**src/rtl/sips4_mem_unit.sv**
```systemverilog
// SIPS4 memory subsystem: 16x4 simple dual-port data RAM (rising edge)
// and a 16x16 instruction ROM fetched on the falling edge.
module sips4_mem_unit #(
    parameter int unsigned RAM_AW = 4,
    parameter int unsigned RAM_DW = 4,
    parameter int unsigned ROM_AW = 4,
    parameter int unsigned ROM_DW = 16,
    parameter logic [(2**ROM_AW)*ROM_DW-1:0] ROM_INIT = '0
) (
    input  logic              clk,
    input  logic              rst_n,
    input  logic [RAM_DW-1:0] ram_data,
    input  logic [RAM_AW-1:0] ram_wraddress,
    input  logic              ram_wren,
    input  logic [RAM_AW-1:0] ram_rdaddress,
    output logic [RAM_DW-1:0] ram_q,
    input  logic [ROM_AW-1:0] rom_address,
    output logic [ROM_DW-1:0] rom_q
);

    localparam int unsigned RAM_DEPTH = 2**RAM_AW;

    logic [RAM_DW-1:0] mem_q [RAM_DEPTH];
    logic [RAM_DW-1:0] mem_d [RAM_DEPTH];
    logic [RAM_DW-1:0] ram_q_q;
    logic [ROM_DW-1:0] rom_q_q;
    logic [ROM_DW-1:0] rom_word_d;

    // Next RAM image: single-word update when write-enabled.
    always_comb begin
        mem_d = mem_q;
        if (ram_wren) begin
            mem_d[ram_wraddress] = ram_data;
        end
    end

    // Read uses the pre-edge array, so read-during-write returns old data.
    always_ff @(posedge clk or negedge rst_n) begin
        if (!rst_n) begin
            mem_q   <= '{default: '0};
            ram_q_q <= '0;
        end else begin
            mem_q   <= mem_d;
            ram_q_q <= mem_q[ram_rdaddress];
        end
    end

    always_comb begin
        rom_word_d = ROM_INIT[32'(rom_address) * ROM_DW +: ROM_DW];
    end

    // Falling-edge fetch gives the core a stable word by its next rising edge.
    always_ff @(negedge clk or negedge rst_n) begin
        if (!rst_n) begin
            rom_q_q <= '0;
        end else begin
            rom_q_q <= rom_word_d;
        end
    end

    assign ram_q = ram_q_q;
    assign rom_q = rom_q_q;

endmodule

```
**config.mk**
```make
export PLATFORM = sky130hd
export DESIGN_NAME = sips4_mem_unit
export DESIGN_NICKNAME = d
export VERILOG_FILES = /design/src/rtl/sips4_mem_unit.sv
export SDC_FILE = /design/constraint.sdc
export NUM_CORES = 1
export LEC_CHECK = 0
export CORE_MARGIN = 3
export CORE_UTILIZATION = 34
export CTS_CLUSTER_DIAMETER = 60
export DETAILED_ROUTE_END_ITERATION = 8
export PLACE_DENSITY = 0.61
export SLEW_MARGIN = 20
export SYNTH_ARGS = -nofsm -noshare
export SYNTH_HDL_FRONTEND = slang
export SYNTH_SLANG_ARGS = --single-unit
export TNS_END_PERCENT = 1
```
**constraint.sdc**
```tcl
create_clock -name clk -period 1.2 [get_ports clk]
set_input_delay 0.36 -clock clk [delete_from_list [all_inputs] [get_ports clk]]
set_output_delay 0.36 -clock clk [all_outputs]
set_load 0.005 [all_outputs]
```
==> results, run 1 <==
- The growth of design area from synthesis to finish is 24.81%.
- The die covers 0.01084 mm².
- The post-synthesis cell type count is 25.
- The internal power of the cells totals 4526 µW.
- The period utilization is 1.071.
- The largest fanout on the critical path is 2.
- The worst setup path is launched from a flop.
- The leftover overflow at the end of global routing is 0.
- After detailed routing, the number of remaining DRC violations is 0.
- The wire length of the first global-routing pass is 11,220 µm.
- For this block, the initial DRC count from the detailed router was 87.
- The achievable frequency is 0.7777 GHz.
- For the final database, setup skew stands at 6.194 ps.
- The clock power share is 0.275.
- Across all layers, the routed design uses 1,971 vias.
- Adding up every negative setup slack in the final design gives -475.8 ps.
- The most frequent standard cell in the layout excluding fill and tap cells is sky130_fd_sc_hd__dfrtp_1.
- The worst voltage drop across the vdd grid is 0.0006246 V.
- The total I/O pin count is 39.
- The net switching fraction of the power is 0.2561.
- Dividing the detail-routed via count by the number of cells gives 4.819.
- In this run the static leakage power is 0.001807 µW.
- The floorplan step defined a core boundary enclosing 0.009284 mm².
- Dividing the detail-routed wire length by the instance count gives 16.64 µm.
- The switching power is 1558 µW.
- The setup path with the least slack is of type flop to flop.
- The number of nets with antenna violations after routing is 0.
- Of all cell types, the one taking the most synthesized area is sky130_fd_sc_hd__dfrtp_1.
- The total count of max-transition violations in the final report was 0.
- The filler-free cell count of the finished design is 409.
- The tightest hold path in the finished design has a slack of 444.4 ps.
- The clock latency of the later-clocked register in the worst-skew pair is 340 ps.
- The tree is rooted in a sky130_fd_sc_hd__clkbuf_8.
- The final weighted congestion of routability-driven global placement is 0.8115.
- The share of total power dissipated in combinational logic is 0.215.
- The number of antenna violations at the first check in global routing is 0.
- The number of levels the H-tree was split into is 3.
- In this run, synthesis produced a sequential element count of 68.
- The number of search-and-repair iterations in the first detailed-routing pass is 4.
- In this run the deepest clock path goes through 2 buffers.
- The overall die width is 104.1 µm.
- The checks that failed: setup timing.
- Wires add up to 6806 µm.
- The run finished, with violations left.
- 0 antenna diodes ended up in the layout.
- The library cells used most frequently in the layout, excluding fill and tap cells, are sky130_fd_sc_hd__dfrtp_1, sky130_fd_sc_hd__mux2_2, sky130_fd_sc_hd__buf_4, sky130_fd_sc_hd__mux4_2, sky130_fd_sc_hd__conb_1.
- Setup repair after global routing could not meet its margin everywhere.
- After synthesis the cells add up to 0.003273 mm².
- The register area share after synthesis is 0.5199.
- The min-delay analysis places its worst path in the category primary input to asynchronous set/reset pin.
- The number of warning messages in the yosys log is 0.
- Across every metal layer, demand over resource in global routing totals 0.1339.
- The share of synthesized area in the top cell type comes to 0.5199.
- In the final layout, the share of cells above drive strength 1 is 0.5571.
- Entering global routing, the biggest net connects 32 pins.
- In the post-route analysis, the smallest setup slack over all paths is -85.79 ps.
- The kind of end point of the critical path is a flop.
- The initial core utilization is 0.3526.
- The signal arrival time at the worst endpoint is 1500 ps.
- The minimum period implied by the final worst setup slack is 1286 ps.
- In this run the tool buffered the top-level ports with 18 buffer cells.
- The number of hold violations in the final report came to 0.
- The total placed cells including tap cells is 388.
- By area the synthesized netlist is led by sky130_fd_sc_hd__dfrtp_1, sky130_fd_sc_hd__mux2_2, sky130_fd_sc_hd__mux4_2.
- The number of global-route vias before repair is 2,104.
- Synthesis produced a netlist whose cell count is 223.
- The vertical die dimension is 104.1 µm.
- The number of buffers added by the clock tree synthesis step is 9.
- The cell depth of the worst flop-to-flop path is 3.
- In this run the mean area of a mapped cell was 14.68 µm².
- The HPWL reported at the end of detailed placement is 4759 µm.
- The clock net in this run drives a total of 68 sinks.
- Setup violations remaining at the end of the flow were counted as 10.
- Before CTS, the worst setup slack after placement is -918.8 ps.
- The clock-pin slew on the worst setup and hold paths is 70 ps.
- Max-cap violations in this run came to 0.
- TritonCTS built the clock tree.
- Overall power consumption after layout is estimated at 6085 µW.
- The sequential power share is 0.510.
- The worst path required time is 1420 ps.
- Dividing total power by cell area gives a power density of 1490 mW/mm².
- The initialized floorplan defines 35 standard-cell rows.
- The count of nets after finishing is 295.
## timing repair
item | in CTS | in global routing
endpoints found under the hold margin | 10 | 0
pin swaps | 7 | 3
setup buffers | 2 | 1
setup endpoints to repair | 72 | 32
resized for setup | 57 | 8
gates cloned | 2 | 0
hold buffers | 1 | 0
## through the flow
stage            util  area (µm²)
3_5_place_dp   0.4067        3776
2_1_floorplan       -        3371
6_report       0.4400        4085
5_1_grt        0.4400        4085
4_1_cts        0.4396        4081
3_3_place_gp   0.4067        3776
## metal layers
layer  share of wire  global-route usage  wire length (µm)
met1            0.47              0.1755              3213
met3           0.042             0.03724               284
met2            0.47              0.2089              3172
met4           0.020             0.05698               136
met5               0                   0                 0
## registers in the layout, summed over array words and instances (netlist names)
signal and flops:
mem_q 64, ram_q 4
## worst paths after layout
| path | startpoint | to | slack [ps] |
|---|---|---|---|
| worst max-delay path | mem_q[61]$_DFFE_PN0P_ | ram_q[1]$_DFF_PN0_ | -90 |
| worst min register to register | mem_q[12]$_DFFE_PN0P_ | mem_q[12]$_DFFE_PN0P_ | 500 |
| min in group clk | ram_wraddress[1] | mem_q[60]$_DFFE_PN0P_ | 460 |
| max in group asynchronous | rst_n | mem_q[34]$_DFFE_PN0P_ | 280 |
| worst max register to register | mem_q[61]$_DFFE_PN0P_ | ram_q[1]$_DFF_PN0_ | -90 |
| worst min-delay path | rst_n | mem_q[29]$_DFFE_PN0P_ | 440 |
## synthesized netlist by cell type, drive strengths merged
master  number
or3          1
nand3b       2
nand3       11
buf         22
nor4b        1
dfrtp       68
mux2        64
or4          2
inv          1
nor2         6
nor3         2
nand2        8
a22oi        4
nor2b        3
nand2b       2
nor3b        3
clkbuf       6
mux4        16
conb         1
## cell families after synthesis
logic type             share of synthesized area
AO/OA/AOI/OAI                           0.009175
buffers and inverters                    0.05504
flip-flops                                0.5199
multiplexers                              0.3395
other                                   0.001146
AND/OR/NAND/NOR                          0.07530
## final cells by class
type	count	area, µm²
Fill cell	842	5199
Sequential cell	68	1702
Multi-Input combinational cell	141	1498
Timing Repair Buffer	55	551.8
Tap cell	129	161.4
Clock buffer	13	158.9
Clock inverter	2	10.01
Inverter	1	3.754
## worst max-delay path, stage by stage, from the launching register on
cell and delay [ps]:
sky130_fd_sc_hd__dfrtp_1 400, sky130_fd_sc_hd__mux4_2 470, sky130_fd_sc_hd__a22oi_2 190, sky130_fd_sc_hd__nand3_1 100
## power by group through the flow
stage	Combinational [µW]	Sequential (µW)	Clock [µW]
floorplan	920	3030	0
global placement	1240	3130	0
detailed placement	1280	3130	0
CTS	1330	3100	1710
global route	1420	3170	1790
finish	1310	3100	1670
No activity file was read; power rests on OpenSTA's default activity.
==> run 2: changes to the inputs <==
--- a/config.mk
+++ b/config.mk
@@ -5,6 +5,7 @@
 export SDC_FILE = /design/constraint.sdc
 export NUM_CORES = 1
 export LEC_CHECK = 0
+export CAP_MARGIN = 20
 export CORE_MARGIN = 3
 export CORE_UTILIZATION = 34
 export CTS_CLUSTER_DIAMETER = 60
==> results of run 2 <==
No change in the layout: final DEF, timing and power equal those of run 1.
==> run 3: changes to the inputs <==
--- a/config.mk
+++ b/config.mk
@@ -6,11 +6,10 @@
 export NUM_CORES = 1
 export LEC_CHECK = 0
 export CAP_MARGIN = 20
-export CORE_MARGIN = 3
 export CORE_UTILIZATION = 34
 export CTS_CLUSTER_DIAMETER = 60
 export DETAILED_ROUTE_END_ITERATION = 8
-export PLACE_DENSITY = 0.61
+export PLACE_DENSITY_LB_ADDON = 0.25
 export SLEW_MARGIN = 20
 export SYNTH_ARGS = -nofsm -noshare
 export SYNTH_HDL_FRONTEND = slang
==> run 3 against run 2 <==
  * The run still ends with setup timing left
  * Die area is 7.5% lower
  * Power is 0.32% higher
  * Critical path depth stayed put
  * Clock power hardly changed
  * Clock skew is 1.6 ps lower
  * Combinational power hardly changed
  * Utilization is 0.47 points higher
  * Critical path type unchanged
==> results, run 3 (synthesis gave the netlist of run 1 again) <==
- The flow ran to the end, but the final reports show violations.
- The final reports fail on setup timing.
- The area after detailed placement was 0.003776 mm² (unchanged).
- The minimum period implied by the final worst setup slack is 1321 ps (+35.51 ps).
- TritonCTS built the clock tree.
- The number of levels the H-tree was split into was 3 (unchanged).
- The number of global-route vias before repair is 2,106 (+0.095%).
- The worst setup path is launched from a flop.
- The worst path required time came to 1420 ps (about the same).
- The routed wire length is 6940 µm (+2.0%).
- The sequential power share is 0.509 (about the same).
- The number of sinks on the clock net is 68 (unchanged).
- The leftover overflow at the end of global routing is 0 (unchanged).
- The total I/O pin count is 39 (unchanged).
- The internal portion of total power is 4554 µW (+0.61%).
- The worst hold path belongs to the class primary input to asynchronous set/reset pin.
- The detailed-route wire length per cell is 17.01 µm (+2.2%).
- The vertical die dimension is 100.1 µm (-3.8%).
- The number of buffers added by the clock tree synthesis step was 9 (unchanged).
- The die area is 0.01002 mm² (-7.5%).
- The total via count in the routed design came to 1,933 (-1.9%).
- The filler-free cell count of the finished design came to 408 (-0.24%).
- The library cells used most frequently in the layout, excluding fill and tap cells, are sky130_fd_sc_hd__dfrtp_1, sky130_fd_sc_hd__mux2_2, sky130_fd_sc_hd__buf_4, sky130_fd_sc_hd__mux4_2, sky130_fd_sc_hd__conb_1.
- The pre-CTS setup slack is -905.5 ps (+13.38 ps).
- The fraction of final layout cells sized beyond drive strength 1 came to 0.5699 (+0.01275).
- The wire length of the first global-routing pass is 11,520 µm (+2.6%).
- The clock power share is 0.273 (-0.002).
- The maximum clock insertion buffer count is 2 (unchanged).
- The HPWL reported at the end of detailed placement is 4802 µm (+0.91%).
- The net switching fraction of the power is 0.2540 (-0.002147).
- The achievable frequency came to 0.7568 GHz (-2.7%).
- The standard cell core area is 0.009284 mm² (unchanged).
- The count of nets after finishing is 294 (-0.34%).
- The signal arrival time at the worst endpoint is 1550 ps (+50 ps).
- The count of filler cells inserted in the layout is 863 (+2.5%).
- The most frequent standard cell in the layout excluding fill and tap cells is sky130_fd_sc_hd__dfrtp_1.
- The site row count is 35 (unchanged).
- The worst voltage drop across the vdd grid is 0.0005178 V (-17%).
- The growth of design area from synthesis to finish is 26.15%.
- The clock latency of the later-clocked register in the worst-skew pair came to 340 ps (about the same).
- The initial core utilization is 0.3526 (unchanged).
- The switching power is 1550 µW (-0.52%).
- The number of nets with antenna violations after routing came to 0 (unchanged).
- The static leakage came to 0.001835 µW (+1.6%).
- The clock-pin slew on the worst setup and hold paths is 70 ps (about the same).
- The number of search-and-repair iterations in the first detailed-routing pass is 4 (unchanged).
- The critical path class is flop to flop.
- The number of flip-flops in the largest register is 64 (unchanged).
- The period utilization is 1.101 (+0.02959).
- The initial DRC count came to 56 (-36%).
- The combinational power share came to 0.219 (+0.004).
- The buffer type at the clock tree root is sky130_fd_sc_hd__clkbuf_8.
- The max-cap check violation count came to 0 (unchanged).
- The worst setup skew after layout is 4.623 ps (-1.572 ps).
- The post-route standard cell area excluding fillers is 0.004129 mm² (+1.1%).
- The remaining design rule violation count came to 0 (unchanged).
- The number of hold-repair buffers added at the cts stage is 0 (-1).
- The number of antenna cells inserted is 0 (unchanged).
- The largest fanout on the critical path is 2 (unchanged).
- The final weighted congestion of routability-driven global placement is 0.7477 (-7.9%).
- Setup repair after global routing could not meet its margin everywhere.
- The cell depth of the worst flop-to-flop path is 3 (unchanged).
- The number of antenna violations at the first check in global routing was 0 (unchanged).
- The worst setup margin was -121.3 ps (-35.51 ps).
- The number of hold violations in the final report came to 0 (unchanged).
- The overall global routing resource usage was 0.1575 (+0.02365).
- The maximum number of pins on one net before global-route repair is 69 (+120%).
- The overall die width is 100.1 µm (-3.8%).
- The count of port buffers added during placement was 18 (unchanged).
- mem_q holds more flip-flops than any other register.
- The kind of end point of the critical path is a flop.
- The total placed cells including tap cells is 388 (unchanged).
- The total count of max-transition violations in the final report came to 0 (unchanged).
- The final setup violation count is 20 (+10).
- The total power density per cell area is 1478 mW/mm² (-0.74%).
- The via-per-instance ratio was 4.738 (-1.7%).
## run 3: timing repair
action / 4_1_cts / 5_1_grt
buffers inserted: 3 / 0
setup endpoints to repair: 72 / 56
pin swaps: 10 / 3
resized for setup: 59 / 17
cloned: 2 / 0
## run 3: metal layers
layer	track usage	vias up	routed length, µm
met1	0.2094	989	3253
met2	0.2477	43	3334
met5	0	-	0
met3	0.02646	14	166
met4	0.08473	0	185
li1	-	887	-
## run 3: path summary, 6_finish.rpt
| check | start | endpoint | slack, ps |
|---|---|---|---|
| hold reg to reg | mem_q[23]$_DFFE_PN0P_ | mem_q[23]$_DFFE_PN0P_ | 500 |
| max in group asynchronous | rst_n | mem_q[63]$_DFFE_PN0P_ | 860 |
| min in group clk | mem_q[23]$_DFFE_PN0P_ | mem_q[23]$_DFFE_PN0P_ | 500 |
| setup / recovery | mem_q[50]$_DFFE_PN0P_ | ram_q[2]$_DFF_PN0_ | -120 |
| setup reg to reg | mem_q[50]$_DFFE_PN0P_ | ram_q[2]$_DFF_PN0_ | -120 |
| hold / removal | rst_n | mem_q[26]$_DFFE_PN0P_ | 10 |
## run 3: final cells by class
class	instances	area (µm²)	area share
multi-input combinational	141	1543	0.3736
clock inverter	2	10.01	0.002424
timing repair buffer	54	550.5	0.1333
clock buffer	13	158.9	0.03848
tap	129	161.4	0.03909
sequential	68	1702	0.4121
inverter	1	3.754	0.0009091
## run 3: power groups by stage
stage / Sequential (µW) / Clock [µW] / Combinational, µW
2_1_floorplan: 3030 / 0 / 920
3_3_place_gp: 3140 / 0 / 1230
3_5_place_dp: 3150 / 0 / 1270
4_1_cts: 3100 / 1710 / 1320
5_1_grt: 3170 / 1800 / 1450
6_report: 3100 / 1660 / 1340
## run 3: worst max-delay path, stage by stage, from the launching register on
cell and delay, ps:
sky130_fd_sc_hd__dfrtp_1 380, sky130_fd_sc_hd__mux4_2 500, sky130_fd_sc_hd__a22oi_2 220, sky130_fd_sc_hd__nand3_1 100
## run 3: metrics by stage
step | power, µW | TNS, ps | utilization | hold WS (ps)
floorplan | 3954 | -11200 | - | 64.41
global placement | 4370 | -52660 | 0.4067 | 409.9
detailed placement | 4421 | -52970 | 0.4067 | 412.5
CTS | 6137 | -821.9 | 0.4398 | 37.93
global route | 6425 | -1433 | 0.4447 | 48.71
finish | 6104 | -873.8 | 0.4447 | 10.23
